## src/rtl/pipe_ctrl_pkg.sv

```systemverilog
// Shared constants and types for the pipeline stall/bubble/flush controller.
package pipe_ctrl_pkg;

  localparam int unsigned STAGE_PC    = 0;
  localparam int unsigned STAGE_IFID  = 1;
  localparam int unsigned STAGE_IDEX  = 2;
  localparam int unsigned STAGE_EXMEM = 3;
  localparam int unsigned STAGE_MEMWB = 4;

  localparam int unsigned DEF_N_STAGES   = 5;
  localparam int unsigned DEF_REG_ADDR_W = 4;
  localparam int unsigned DEF_MEM_WAIT   = 2;

  // Wait counter covers MEM_WAIT values 0..15.
  localparam int unsigned MEM_CNT_W = 4;

  typedef enum logic [1:0] {
    MS_IDLE  = 2'd0,
    MS_WAIT  = 2'd1,
    MS_DONE  = 2'd2,
    MS_FETCH = 2'd3
  } mem_state_e;

endpackage

```

## src/rtl/pipe_ctrl_if.sv

```systemverilog
// Request/response bundle between the pipeline (master) and the stall controller (slave).
interface pipe_ctrl_if
  import pipe_ctrl_pkg::*;
#(
  parameter int unsigned N_STAGES   = DEF_N_STAGES,
  parameter int unsigned REG_ADDR_W = DEF_REG_ADDR_W
);

  logic [N_STAGES-1:0]   stallreq_i;
  logic                  flush_i;
  logic                  id_rEnable1_i;
  logic [REG_ADDR_W-1:0] id_rAddr1_i;
  logic                  id_rEnable2_i;
  logic [REG_ADDR_W-1:0] id_rAddr2_i;
  logic                  ex_memRead_i;
  logic                  ex_wReg_i;
  logic [REG_ADDR_W-1:0] ex_wRegAddr_i;
  logic                  mem_req_i;
  logic [N_STAGES-1:0]   stall_o;
  logic [N_STAGES-1:0]   bubble_o;
  logic                  mem_done_o;
  logic                  busy_o;

  modport master (
    output stallreq_i, flush_i,
    output id_rEnable1_i, id_rAddr1_i, id_rEnable2_i, id_rAddr2_i,
    output ex_memRead_i, ex_wReg_i, ex_wRegAddr_i, mem_req_i,
    input  stall_o, bubble_o, mem_done_o, busy_o
  );

  modport slave (
    input  stallreq_i, flush_i,
    input  id_rEnable1_i, id_rAddr1_i, id_rEnable2_i, id_rAddr2_i,
    input  ex_memRead_i, ex_wReg_i, ex_wRegAddr_i, mem_req_i,
    output stall_o, bubble_o, mem_done_o, busy_o
  );

endinterface

```

## src/rtl/pipe_ctrl_stall_merge.sv

```systemverilog
// Priority merge of per-stage requests: the deepest requester holds itself and
// everything upstream, and the register just downstream of it takes a bubble.
module pipe_ctrl_stall_merge
  import pipe_ctrl_pkg::*;
#(
  parameter int unsigned N_STAGES = DEF_N_STAGES
) (
  input  logic [N_STAGES-1:0] req_i,
  output logic [N_STAGES-1:0] stall_o,
  output logic [N_STAGES-1:0] bubble_o
);

  // Stage k holds whenever any stage at or below it in the pipe requests.
  for (genvar k = 0; k < N_STAGES; k++) begin : g_stall
    assign stall_o[k] = |req_i[N_STAGES-1:k];
  end

  assign bubble_o[0] = 1'b0;
  for (genvar k = 1; k < N_STAGES; k++) begin : g_bubble
    assign bubble_o[k] = stall_o[k-1] & ~stall_o[k];
  end

endmodule

```

## src/rtl/pipe_ctrl.sv

```systemverilog
// Pipeline stall/bubble/flush controller: merges external stalls, load-use
// hazards and the shared-SRAM wait-state FSM into per-stage hold/bubble vectors.
module pipe_ctrl
  import pipe_ctrl_pkg::*;
#(
  parameter int unsigned N_STAGES   = DEF_N_STAGES,
  parameter int unsigned REG_ADDR_W = DEF_REG_ADDR_W,
  parameter int unsigned ID_STAGE   = STAGE_IFID,
  parameter int unsigned MEM_STAGE  = STAGE_EXMEM,
  parameter int unsigned MEM_WAIT   = DEF_MEM_WAIT
) (
  input  logic      clk,
  input  logic      rst,
  pipe_ctrl_if.slave bus
);

  localparam logic [MEM_CNT_W-1:0] WAIT_LAST =
    MEM_CNT_W'((MEM_WAIT > 0) ? (MEM_WAIT - 1) : 0);

  mem_state_e            state_q, state_d;
  logic [MEM_CNT_W-1:0]  cnt_q, cnt_d;
  logic                  wait_req;
  logic                  done_req;
  logic                  load_use;
  logic [REG_ADDR_W-1:0] ex_dst;
  logic [N_STAGES-1:0]   req;
  logic [N_STAGES-1:0]   stall_m;
  logic [N_STAGES-1:0]   bubble_m;

  always_ff @(posedge clk) begin
    if (rst) begin
      state_q <= MS_IDLE;
      cnt_q   <= '0;
    end else begin
      state_q <= state_d;
      cnt_q   <= cnt_d;
    end
  end

  // SRAM wait-state sequencing; flush abandons any in-flight access.
  always_comb begin
    state_d  = state_q;
    cnt_d    = cnt_q;
    wait_req = 1'b0;
    done_req = 1'b0;
    case (state_q)
      MS_IDLE: begin
        if (bus.mem_req_i) begin
          if (MEM_WAIT > 0) begin
            state_d = MS_WAIT;
            cnt_d   = '0;
          end else begin
            state_d = MS_DONE;
          end
        end
      end
      MS_WAIT: begin
        wait_req = 1'b1;
        cnt_d    = cnt_q + MEM_CNT_W'(1);
        if (cnt_q == WAIT_LAST) begin
          state_d = MS_DONE;
        end
      end
      MS_DONE: begin
        done_req = 1'b1;
        state_d  = MS_FETCH;
      end
      MS_FETCH: begin
        state_d = MS_IDLE;
      end
      default: begin
        state_d = MS_IDLE;
      end
    endcase
    if (bus.flush_i) begin
      state_d = MS_IDLE;
      cnt_d   = '0;
    end
  end

  assign ex_dst = bus.ex_wRegAddr_i;

  always_comb begin
    load_use = bus.ex_memRead_i & bus.ex_wReg_i &
               ((bus.id_rEnable1_i & (bus.id_rAddr1_i == ex_dst)) |
                (bus.id_rEnable2_i & (bus.id_rAddr2_i == ex_dst)));
  end

  // During DONE the bus still serves data, so instruction fetch waits at the PC.
  always_comb begin
    req = bus.stallreq_i;
    if (load_use) req[ID_STAGE]  = 1'b1;
    if (wait_req) req[MEM_STAGE] = 1'b1;
    if (done_req) req[STAGE_PC]  = 1'b1;
  end

  pipe_ctrl_stall_merge #(
    .N_STAGES (N_STAGES)
  ) u_merge (
    .req_i    (req),
    .stall_o  (stall_m),
    .bubble_o (bubble_m)
  );

  // Reset and flush both drain the pipe with NOPs and release every hold.
  always_comb begin
    bus.stall_o    = stall_m;
    bus.bubble_o   = bubble_m;
    bus.mem_done_o = done_req;
    bus.busy_o     = (state_q != MS_IDLE);
    if (bus.flush_i) begin
      bus.stall_o    = '0;
      bus.bubble_o   = '1;
      bus.mem_done_o = 1'b0;
    end
    if (rst) begin
      bus.stall_o    = '0;
      bus.bubble_o   = '1;
      bus.mem_done_o = 1'b0;
      bus.busy_o     = 1'b0;
    end
  end

endmodule
```

## src/flat_wrapper.sv

```systemverilog
// flat-port wrapper written by rule: the top's interface ports become plain ports
module pipe_ctrl_flat import pipe_ctrl_pkg::*;
#(
  parameter int unsigned N_STAGES   = DEF_N_STAGES,
  parameter int unsigned REG_ADDR_W = DEF_REG_ADDR_W,
  parameter int unsigned ID_STAGE   = STAGE_IFID,
  parameter int unsigned MEM_STAGE  = STAGE_EXMEM,
  parameter int unsigned MEM_WAIT   = DEF_MEM_WAIT
)
  (clk, rst, bus_stallreq_i, bus_flush_i, bus_id_rEnable1_i, bus_id_rAddr1_i, bus_id_rEnable2_i, bus_id_rAddr2_i, bus_ex_memRead_i, bus_ex_wReg_i, bus_ex_wRegAddr_i, bus_mem_req_i, bus_stall_o, bus_bubble_o, bus_mem_done_o, bus_busy_o);
  pipe_ctrl_if #(.N_STAGES(N_STAGES), .REG_ADDR_W(REG_ADDR_W)) bus_i ();
  input  logic clk;
  input  logic rst;
  input wire logic [$bits(bus_i.stallreq_i)-1:0] bus_stallreq_i;
  input wire logic [$bits(bus_i.flush_i)-1:0] bus_flush_i;
  input wire logic [$bits(bus_i.id_rEnable1_i)-1:0] bus_id_rEnable1_i;
  input wire logic [$bits(bus_i.id_rAddr1_i)-1:0] bus_id_rAddr1_i;
  input wire logic [$bits(bus_i.id_rEnable2_i)-1:0] bus_id_rEnable2_i;
  input wire logic [$bits(bus_i.id_rAddr2_i)-1:0] bus_id_rAddr2_i;
  input wire logic [$bits(bus_i.ex_memRead_i)-1:0] bus_ex_memRead_i;
  input wire logic [$bits(bus_i.ex_wReg_i)-1:0] bus_ex_wReg_i;
  input wire logic [$bits(bus_i.ex_wRegAddr_i)-1:0] bus_ex_wRegAddr_i;
  input wire logic [$bits(bus_i.mem_req_i)-1:0] bus_mem_req_i;
  output wire logic [$bits(bus_i.stall_o)-1:0] bus_stall_o;
  output wire logic [$bits(bus_i.bubble_o)-1:0] bus_bubble_o;
  output wire logic [$bits(bus_i.mem_done_o)-1:0] bus_mem_done_o;
  output wire logic [$bits(bus_i.busy_o)-1:0] bus_busy_o;
  assign bus_i.stallreq_i = bus_stallreq_i;
  assign bus_i.flush_i = bus_flush_i;
  assign bus_i.id_rEnable1_i = bus_id_rEnable1_i;
  assign bus_i.id_rAddr1_i = bus_id_rAddr1_i;
  assign bus_i.id_rEnable2_i = bus_id_rEnable2_i;
  assign bus_i.id_rAddr2_i = bus_id_rAddr2_i;
  assign bus_i.ex_memRead_i = bus_ex_memRead_i;
  assign bus_i.ex_wReg_i = bus_ex_wReg_i;
  assign bus_i.ex_wRegAddr_i = bus_ex_wRegAddr_i;
  assign bus_i.mem_req_i = bus_mem_req_i;
  assign bus_stall_o = bus_i.stall_o;
  assign bus_bubble_o = bus_i.bubble_o;
  assign bus_mem_done_o = bus_i.mem_done_o;
  assign bus_busy_o = bus_i.busy_o;
  pipe_ctrl #(.N_STAGES(N_STAGES), .REG_ADDR_W(REG_ADDR_W), .ID_STAGE(ID_STAGE), .MEM_STAGE(MEM_STAGE), .MEM_WAIT(MEM_WAIT)) u_core (.clk(clk), .rst(rst), .bus(bus_i));
endmodule
```

## config.mk

```make
export PLATFORM = sky130hd
export DESIGN_NAME = pipe_ctrl_flat
export DESIGN_NICKNAME = d
export VERILOG_FILES = /design/src/rtl/pipe_ctrl_pkg.sv /design/src/rtl/pipe_ctrl_if.sv /design/src/rtl/pipe_ctrl_stall_merge.sv /design/src/rtl/pipe_ctrl.sv /design/src/flat_wrapper.sv
export SDC_FILE = /design/constraint.sdc
export NUM_CORES = 1
export LEC_CHECK = 0
export ABC_AREA = 0
export BUFFER_PORTS_ARGS = -buffer_cell sky130_fd_sc_hd__buf_2
export CAP_MARGIN = 10
export CORE_MARGIN = 5
export CORE_UTILIZATION = 41
export CTS_BUF_LIST = sky130_fd_sc_hd__clkbuf_16
export DETAILED_ROUTE_END_ITERATION = 12
export PLACE_DENSITY = 0.74
export SYNTH_ARGS = -nofsm -noshare
export SYNTH_HDL_FRONTEND = slang
export SYNTH_SLANG_ARGS = --single-unit
```

## constraint.sdc

```tcl
create_clock -name clk -period 1.7 [get_ports clk]
set_input_delay 0.34 -clock clk [delete_from_list [all_inputs] [get_ports clk]]
set_output_delay 0.34 -clock clk [all_outputs]
set_load 0.01 [all_outputs]
```

# Word level (Yosys, flattened, before mapping)
# Cells that the tools add are included.
[word_totals] elab_cells=51 inputBits=25 regBits=6 out_inout_bits=12
[op_classes] addsub=1 eq_ne=8 bitwise_logic=13 reduce_logical=10 muxes=17
[op_table] cell="$mux 5" count=4
[op_table] cell="$and 1x1->1" count=8
[op_table] cell="$eq 4x4->1" count=2
[op_table] cell="$mux 1" count=8
[op_table] cell="$pmux 2 s4" count=1
[op_table] cell="$pmux 4 s2" count=1
[op_table] cell="$reduce_or 5->1" count=1
[op_table] cell="$add 4x1->4 const B" count=1
[op_table] cell="$eq 2x2->1 const B" count=2
[op_table] cell="$eq 4x1->1 const B" count=1
[op_table] cell="$mux 2" count=2
[op_table] cell="$mux 4" count=1
[op_table] cell="$not 1->1" count=4
[op_table] cell="$reduce_and 2->1" count=2
[op_table] cell="$reduce_bool 2->1" count=2
[op_table] cell="$reduce_or 2->1" count=2
[op_table] cell="$reduce_or 4->1" count=1
[op_table] cell="$reduce_or 3->1" count=1
[op_table] cell="$eq 2x1->1 const B" count=1
[op_table] cell="$logic_not 2->1" count=1
[op_table] cell="$ne 2x1->1 const B" count=1
[op_table] cell="$ne 2x2->1 const B" count=1
[op_table] cell="$or 1x1->1" count=1

# Logic depth before layout (Yosys ltp)
# Gate-level depths: netlist of the first run.
[logic_depth] ltp_word=10 depth_mapped=7 depth_no_buf=6

# Hierarchy
# Synthesis of the first run repeated with hierarchy kept, for this count alone.
[hier_totals] cells_unflattened=86 hier_area_um2=664.4
[modules_own_cells] module="pipe_ctrl" area_per_inst_um2=573.0 seq_area_each_um2=120.1 cells_per_inst=72 n_inst=1
[modules_own_cells] module="pipe_ctrl_stall_merge" area_per_inst_um2=91.3 seq_area_each_um2=0.0 cells_per_inst=14 n_inst=1

# Worst setup path after synthesis of the first run
# No wires, ideal clock.
[synth_timing] path_type="register to output" start="reg u_core.state_q[1]" end="out bus_bubble_o[1]" required_ns=1.360 stages_incl_launch_ff=8 path_buffers=1 arrival_time_ns=1.393 path_slack_ns=-0.033 path_cell_list="dfxtp_1 inv_1 ha_1 buf_2 nor3_4 a21oi_2 a21oi_1 a31o_1"
[synth_via] elab_chain_cells=8 word_cells_on_any_way=12 classes_between="2 x eq/ne; 6 x mux; 2 x bitwise; 2 x reduce/logical"
[synth_lines] item="start: declaration" line="pipe_ctrl.sv:20" rtl="mem_state_e state_q, state_d;"
[synth_lines] item="start signal: assignment" line="pipe_ctrl.sv:35" rtl="state_q <= state_d;"
[synth_lines] item="$eq 2x1->1" line="pipe_ctrl.sv:46" rtl="case (state_q)"
[synth_lines] item="$mux 1" line="pipe_ctrl.sv:46"
[synth_lines] item="$mux 1" line="pipe_ctrl.sv:93" rtl="if (wait_req) req[MEM_STAGE] = 1'b1;"
[synth_lines] item="$reduce_or 4->1" line="pipe_ctrl_stall_merge.sv:15" rtl="assign stall_o[k] = |req_i[N_STAGES-1:k];"
[synth_lines] item="$not 1->1" line="pipe_ctrl_stall_merge.sv:20" rtl="assign bubble_o[k] = stall_o[k-1] & ~stall_o[k];"
[synth_lines] item="$and 1x1->1 (*)" line="pipe_ctrl_stall_merge.sv:20"
[synth_lines] item="$mux 5 (*)" line="pipe_ctrl.sv:111" rtl="if (bus.flush_i) begin"
[synth_lines] item="$mux 5 (*)" line="pipe_ctrl.sv:116" rtl="if (rst) begin"
[synth_lines] item="end: declaration" line="flat_wrapper.sv:25" rtl="output wire logic [$bits(bus_i.bubble_o)-1:0] bus_bubble_o;"
# Mark *: on every way between the ends. The rest lies on a longest branch, timed or not.

# Final worst setup path of the first run
[layout_timing] start="reg u_core.state_q[0]" end="out bus_stall_o[0]"
[layout_via] elab_chain_cells=6 word_cells_on_any_way=9 classes_between="2 x eq/ne; 6 x mux; 1 x reduce/logical"
[layout_lines] item="$eq 2x2->1 / $eq 2x1->1 (equally long branches)" line="pipe_ctrl.sv:46"
[layout_lines] item="$mux 1" line="pipe_ctrl.sv:46"
[layout_lines] item="$mux 1, on equally long branches" line="pipe_ctrl.sv:94, pipe_ctrl.sv:93"
[layout_lines] item="$reduce_or 5->1 (*)" line="pipe_ctrl_stall_merge.sv:15"
[layout_lines] item="$mux 5 (*)" line="pipe_ctrl.sv:111"
[layout_lines] item="$mux 5 (*)" line="pipe_ctrl.sv:116"
[layout_lines] item="end: declaration" line="flat_wrapper.sv:24" rtl="output wire logic [$bits(bus_i.stall_o)-1:0] bus_stall_o;"
# Marked as above.

==> impl_metrics.tcl, run 1 <==
set metrics [dict create \
    peakVddDrop_uv 636 \
    cap_violations 0 \
    yosys.cell_types.count 30 \
    antenna_found_initial 0 \
    fin_tns_setup_ps -654 \
    skew_ps 3.50 \
    setup_viol 6 \
    max_freq_ghz 0.533 \
    synth_seq_cells 6 \
    hold_path.class "reg -> reg" \
    hpwlAfterDp_microns 1320 \
    drive_above_1_share_pct 50.0 \
    finalInstanceArea_sq_um 967 \
    holdWs_ps 496 \
    setup_ws_ps -177 \
    avgSynthCellArea_sq_um 7.51 \
    via_per_inst 4.97 \
    vias 691 \
    grt_usage_pct 16.3 \
    slew_headroom_pct 76.5 \
    cts_tree "yes" \
    finalCritPeriodShare_pct 110 \
    rsz0062_at_grt "true" \
    startpoint_type "flop" \
    synth_fp_nets 108 \
    ctsHoldBuffers 0 \
    power_mw 0.697 \
    p_leak_nw 0.451 \
    syn_area_sq_um 586 \
    drc 0 \
    clock_path_buffers 2 \
    drt_iter0_drc 9 \
    fp.dieArea_sq_um 2280 \
    fp.dieW_microns 47.8 \
    wire_per_inst_microns 12.8 \
    cts_buffers 3 \
    cp_max_fo 4 \
    synth_ff_type "dfxtp_1" \
    synth_edf_count 0 \
    netlist_instances 78 \
    row_count 13 \
    fin_nets 156 \
    clock_latency_ps 230 \
    ant_nets 0 \
    power_density_nw_per_um2 721 \
    die_h_microns 47.8 \
    clkTransAtPathRegs_ps 30 \
    drt-pass1-iter-count 4 \
    cts_num_sinks 6 \
    path_class "reg -> out" \
    final.min_clock_period_ps 1880 \
    globalRouteOverflowTotal 0 \
    cp.required_ps 1360 \
    grt_pass1_vias 629 \
    timing.final.hold_violations 0 \
    drt_wl_total_microns 1780 \
    htreeDepth 1 \
    violations "negative setup slack" \
    arrival_ps 1540 \
    cts_root_buf "clkbuf_16" \
    worstMarginPinSlew_ps 347 \
    pre_cts_slack_ps 7.66 \
    endpoint_kind "output port" \
    ys_async_sr_fraction_pct 0 \
    core_sq_um 1330 \
    grt_max_degree 13 \
    start_util_pct 43.9 \
    gp_congestion 0.782 \
    diodes 0 \
    grt_pass1_wl_microns 2530 \
    ios 37 \
    status "finished, violations left" \
    io_buffer_count 36 \
    ys.warnings.count 0 \
    ys_seq_area_share_pct 20.5 \
    area_growth_pct 65.2 \
    maxSlewViolCount 0 \
    place_area_sq_um 825 \
]
[cells in the mapped netlist (2+ instances only)]
library cell	n	share of area, %
nand3_1	3	2.6
nor2_1	10	6.4
a21oi_1	7	6.0
xnor2_1	3	4.5
dfxtp_1	6	21
a211oi_1	2	2.6
ha_1	5	11
or2_1	2	2.1
xor2_1	5	7.5
nor3_1	3	2.6
nand2_1	5	3.2
o21ai_1	3	2.6
and2_1	3	3.2
inv_1	4	2.6
a21oi_2	2	3.0
[final cells by class]
type | instances | area [sq um]
Inverter | 5 | 18.8
Clock buffer | 3 | 75.1
Fill cell | 103 | 367
Timing Repair Buffer | 45 | 260
Tap cell | 15 | 18.8
Sequential cell | 6 | 123
Multi-Input combinational cell | 65 | 472
[worst max-delay path: stages (launching register included)]
cell      delay, ps
dfxtp_2         330
buf_12          120
ha_4            160
nor3_4          170
a21oi_4         100
a211oi_2        200
a21oi_1          90
buf_2           150
[state kept, by name, indices dropped and copies added, names as in the netlist]
name and cells:
u_core.cnt_q 4, u_core.state_q 2
[cells in the final DEF, fill, tap and decap left out, types with 4 or more instances in the layout]
cell     instances
buf_2           36
nor2_1          10
buf_4            8
a21oi_1          6
xor2_1           5
nand2_1          4
dfxtp_1          4
[per-layer routing]
layer	vias up	global-route usage (%)	wire [microns]
met4	0	7.53	27
met1	305	17.8	728
met2	24	28.0	864
met3	4	5.64	161
li1	358	-	-
met5	-	0	0
[timing repair]
action | 4_1_cts | 5_1_grt
pin swaps | 7 | 1
buffers inserted | 2 | 3
endpoints found under the hold margin | 0 | 0
endpoints found under the setup margin | 6 | 5
gates resized for setup | 8 | 1
[path summary, 6_finish.rpt]
check / startpoint / endpoint / slack, ps / cells past startpoint
setup / recovery: u_core.state_q[0] / bus_stall_o[0] / -180 / 7
hold / removal: u_core.cnt_q[3] / u_core.cnt_q[3] / 500 / 2
setup reg to reg: u_core.cnt_q[0] / u_core.state_q[1] / 200 / 5
hold reg to reg: u_core.cnt_q[3] / u_core.cnt_q[3] / 500 / 2
[report_power, final]
group | switching [mW] | leakage [nW] | internal (mW) | total [mW]
clock network | 0.0775 | 0.0370 | 0.302 | 0.379
logic | 0.0853 | 0.365 | 0.0850 | 0.170
registers | 0.00295 | 0.0494 | 0.145 | 0.148
[stage by stage]
stage               utilization, %  instances
finish                        72.5        139
floorplan                        -         78
CTS                           70.8        137
global placement              61.8        133
global route                  72.5        139
detailed placement            61.8        133
[cell families after synthesis]
logic type                 after synthesis  synth area share (%)
buffers and inverters                    7                  4.70
DFF                                      6                  20.5
AOI/OAI and AO/OA                       19                  20.7
xor gates and xnor gates                 8                  12.0
and+or+nand+nor                         32                  29.7
muxes                                    1                  1.71
adders and majority gates                5                  10.7
Note: power is estimated with default switching activity, not from simulation.
==> run 2, diff against run 1 <==
--- a/config.mk
+++ b/config.mk
@@ -12,6 +12,7 @@
 export CORE_UTILIZATION = 41
 export CTS_BUF_LIST = sky130_fd_sc_hd__clkbuf_16
 export DETAILED_ROUTE_END_ITERATION = 12
+export GPL_TIMING_DRIVEN = 0
 export PLACE_DENSITY = 0.74
 export SYNTH_ARGS = -nofsm -noshare
 export SYNTH_HDL_FRONTEND = slang
==> impl_metrics.tcl, run 2 (synthesis results as in run 1) <==
set metrics [dict create \
    status "finished, violations left" \
    violations "negative setup slack" \
    endpoint_kind "output port" \
    clkTransAtPathRegs_ps 40 \
    fin_nets 152 \
    hold_path.class "reg -> reg" \
    fp.dieArea_sq_um 2280 \
    arrival_ps 1510 \
    multiInputGateArea_sq_um 473 \
    worst-r2r-setup-slack_ps 170 \
    slowest_delay_ps 320 \
    holdPathStages 2 \
    power.share.combinational_pct 23.6 \
    p_int_mw 0.525 \
    diodes 0 \
    skew_ps 4.01 \
    final-seq-area_sq_um 123 \
    start_util_pct 43.9 \
    regMostFlops "u_core.cnt_q" \
    antenna_found_initial 0 \
    drt_iter0_drc 2 \
    cp.required_ps 1360 \
    reg.largest.list "u_core.cnt_q (4), u_core.state_q (2)" \
    grt_pass1_vias 628 \
    area_growth_pct 59.6 \
    core_sq_um 1330 \
    worstMarginPinSlew_ps 455 \
    critPathTopFamily "compound AO/OA/AOI/OAI gates" \
    htreeDepth 1 \
    r2r_cells 5 \
    grt_usage_pct 16.7 \
    clock_path_buffers 2 \
    worstReg2RegStart "u_core.cnt_q[0]" \
    setup_viol 4 \
    final.min_clock_period_ps 1850 \
    critPathSlowestCell "dfxtp_2" \
    peakVddDrop_uv 1020 \
    setup_ws_ps -145 \
    p_leak_nw 0.426 \
    power_frac_clock_pct 55.0 \
    io_buffer_count 36 \
    fp.dieW_microns 47.8 \
    die_h_microns 47.8 \
    ios 37 \
    globalRouteOverflowTotal 0 \
    cts_tree "yes" \
    rsz0062_at_grt "true" \
    cts_root_buf "clkbuf_16" \
    slew_headroom_pct 69.7 \
    vias 675 \
    hpwlAfterDp_microns 1280 \
    max_freq_ghz 0.542 \
    fin_tns_setup_ps -425 \
    hold_end "u_core.cnt_q[3]" \
    worstHoldStart "u_core.cnt_q[3]" \
    cts_buffers 3 \
    nFillCells 110 \
    power.switching_mw 0.166 \
    finalInstanceArea_sq_um 935 \
    final_common_cell "buf_2" \
    drt-pass1-iter-count 4 \
    startpoint_type "flop" \
    gp_congestion 0.745 \
    sequentialPowerShare_pct 21.4 \
    largest_register_ffs 4 \
    timing.final.hold_violations 0 \
    via_per_inst 5.00 \
    wire_per_inst_microns 12.9 \
    drt_wl_total_microns 1740 \
    finalCritPeriodShare_pct 109 \
    ant_nets 0 \
    path_class "reg -> out" \
    layout_common_cells "buf_2, nor2_1, nand2_1, xor2_1, a21oi_1" \
    power_density_nw_per_um2 740 \
    row_count 13 \
    grt_max_degree 11 \
    cap_violations 0 \
    drc 0 \
    worstReg2RegEnd "u_core.state_q[1]" \
    cts_num_sinks 6 \
    power_switching_share_pct 24.0 \
    drive_above_1_share_pct 49.2 \
    clock_latency_ps 230 \
    place_area_sq_um 788 \
    crit_buf_inv 2 \
    grt_pass1_wl_microns 2660 \
    cp_max_fo 4 \
    worstPathCellList "buf_12 > ha_4 > nor3_4 > a21oi_2 > a211oi_2 > a21oi_1 > buf_2" \
    pre_cts_slack_ps -173 \
    maxSlewViolCount 0 \
]
## run 2: final cells by class
cell class / instances / area share [%]
Clock buffer: 3 / 8.03
Tap cell: 15 / 2.01
Multi-Input combinational cell: 65 / 50.6
Inverter: 5 / 2.01
Sequential cell: 6 / 13.1
Buffer: 1 / 0.402
Timing Repair Buffer: 40 / 23.8
## run 2: worst max path at each step
stage / slack [ps] / end / depth (start not counted) / startpoint
after global routing: -230 / bus_stall_o[0] / 7 / u_core.state_q[0]
after global placement: -130 / bus_stall_o[0] / 8 / u_core.state_q[1]
after CTS: -130 / bus_stall_o[0] / 6 / u_core.state_q[0]
final: -150 / bus_stall_o[0] / 7 / u_core.state_q[0]
after detailed placement: -170 / bus_stall_o[0] / 8 / u_core.state_q[1]
after floorplan: 2 / bus_bubble_o[1] / 7 / u_core.state_q[1]
## run 2: repair_timing
| item | in CTS | in global routing |
|---|---|---|
| pin swaps | 6 | 1 |
| setup buffers | 4 | 1 |
| hold buffers | 0 | 0 |
| resized for setup | 9 | 2 |
| gates cloned | 0 | 0 |
| setup endpoints to repair | 7 | 7 |
## run 2: layer usage
layer | up-vias | routed length [microns] | GRT usage (%)
met1 | 305 | 708 | 18.7
met3 | 2 | 130 | 5.64
li1 | 349 | - | -
met4 | 0 | 16 | 1.61
met5 | - | 0 | 0
met2 | 19 | 881 | 31.1
## run 2: worst register-to-register path: cells and delay by family, from the launching register on
kind                       cells  cell delay, ps
AOI/OAI and AO/OA              1             210
adders and majority gates      1             160
DFF                            1             390
muxes                          1             200
and+or+nand+nor                2             440
## run 2: power groups by stage
| stage | sequential (mW) | combinational, mW | clock (mW) |
|---|---|---|---|
| detailed placement | 0.149 | 0.139 | 0 |
| finish | 0.148 | 0.163 | 0.380 |
| CTS | 0.148 | 0.159 | 0.382 |
| floorplan | 0.148 | 0.0794 | 0 |
| global placement | 0.149 | 0.136 | 0 |
| global route | 0.148 | 0.179 | 0.394 |
## run 2: stage by stage
| stage | instances | utilization, % | total power, mW | hold WS, ps |
|---|---|---|---|---|
| after floorplan | 78 | - | 0.228 | 458 |
| after global placement | 129 | 59.1 | 0.285 | 478 |
| after detailed placement | 129 | 59.1 | 0.287 | 496 |
| after CTS | 135 | 69.9 | 0.689 | 501 |
| after global routing | 135 | 70.1 | 0.720 | 542 |
| final | 135 | 70.1 | 0.692 | 509 |
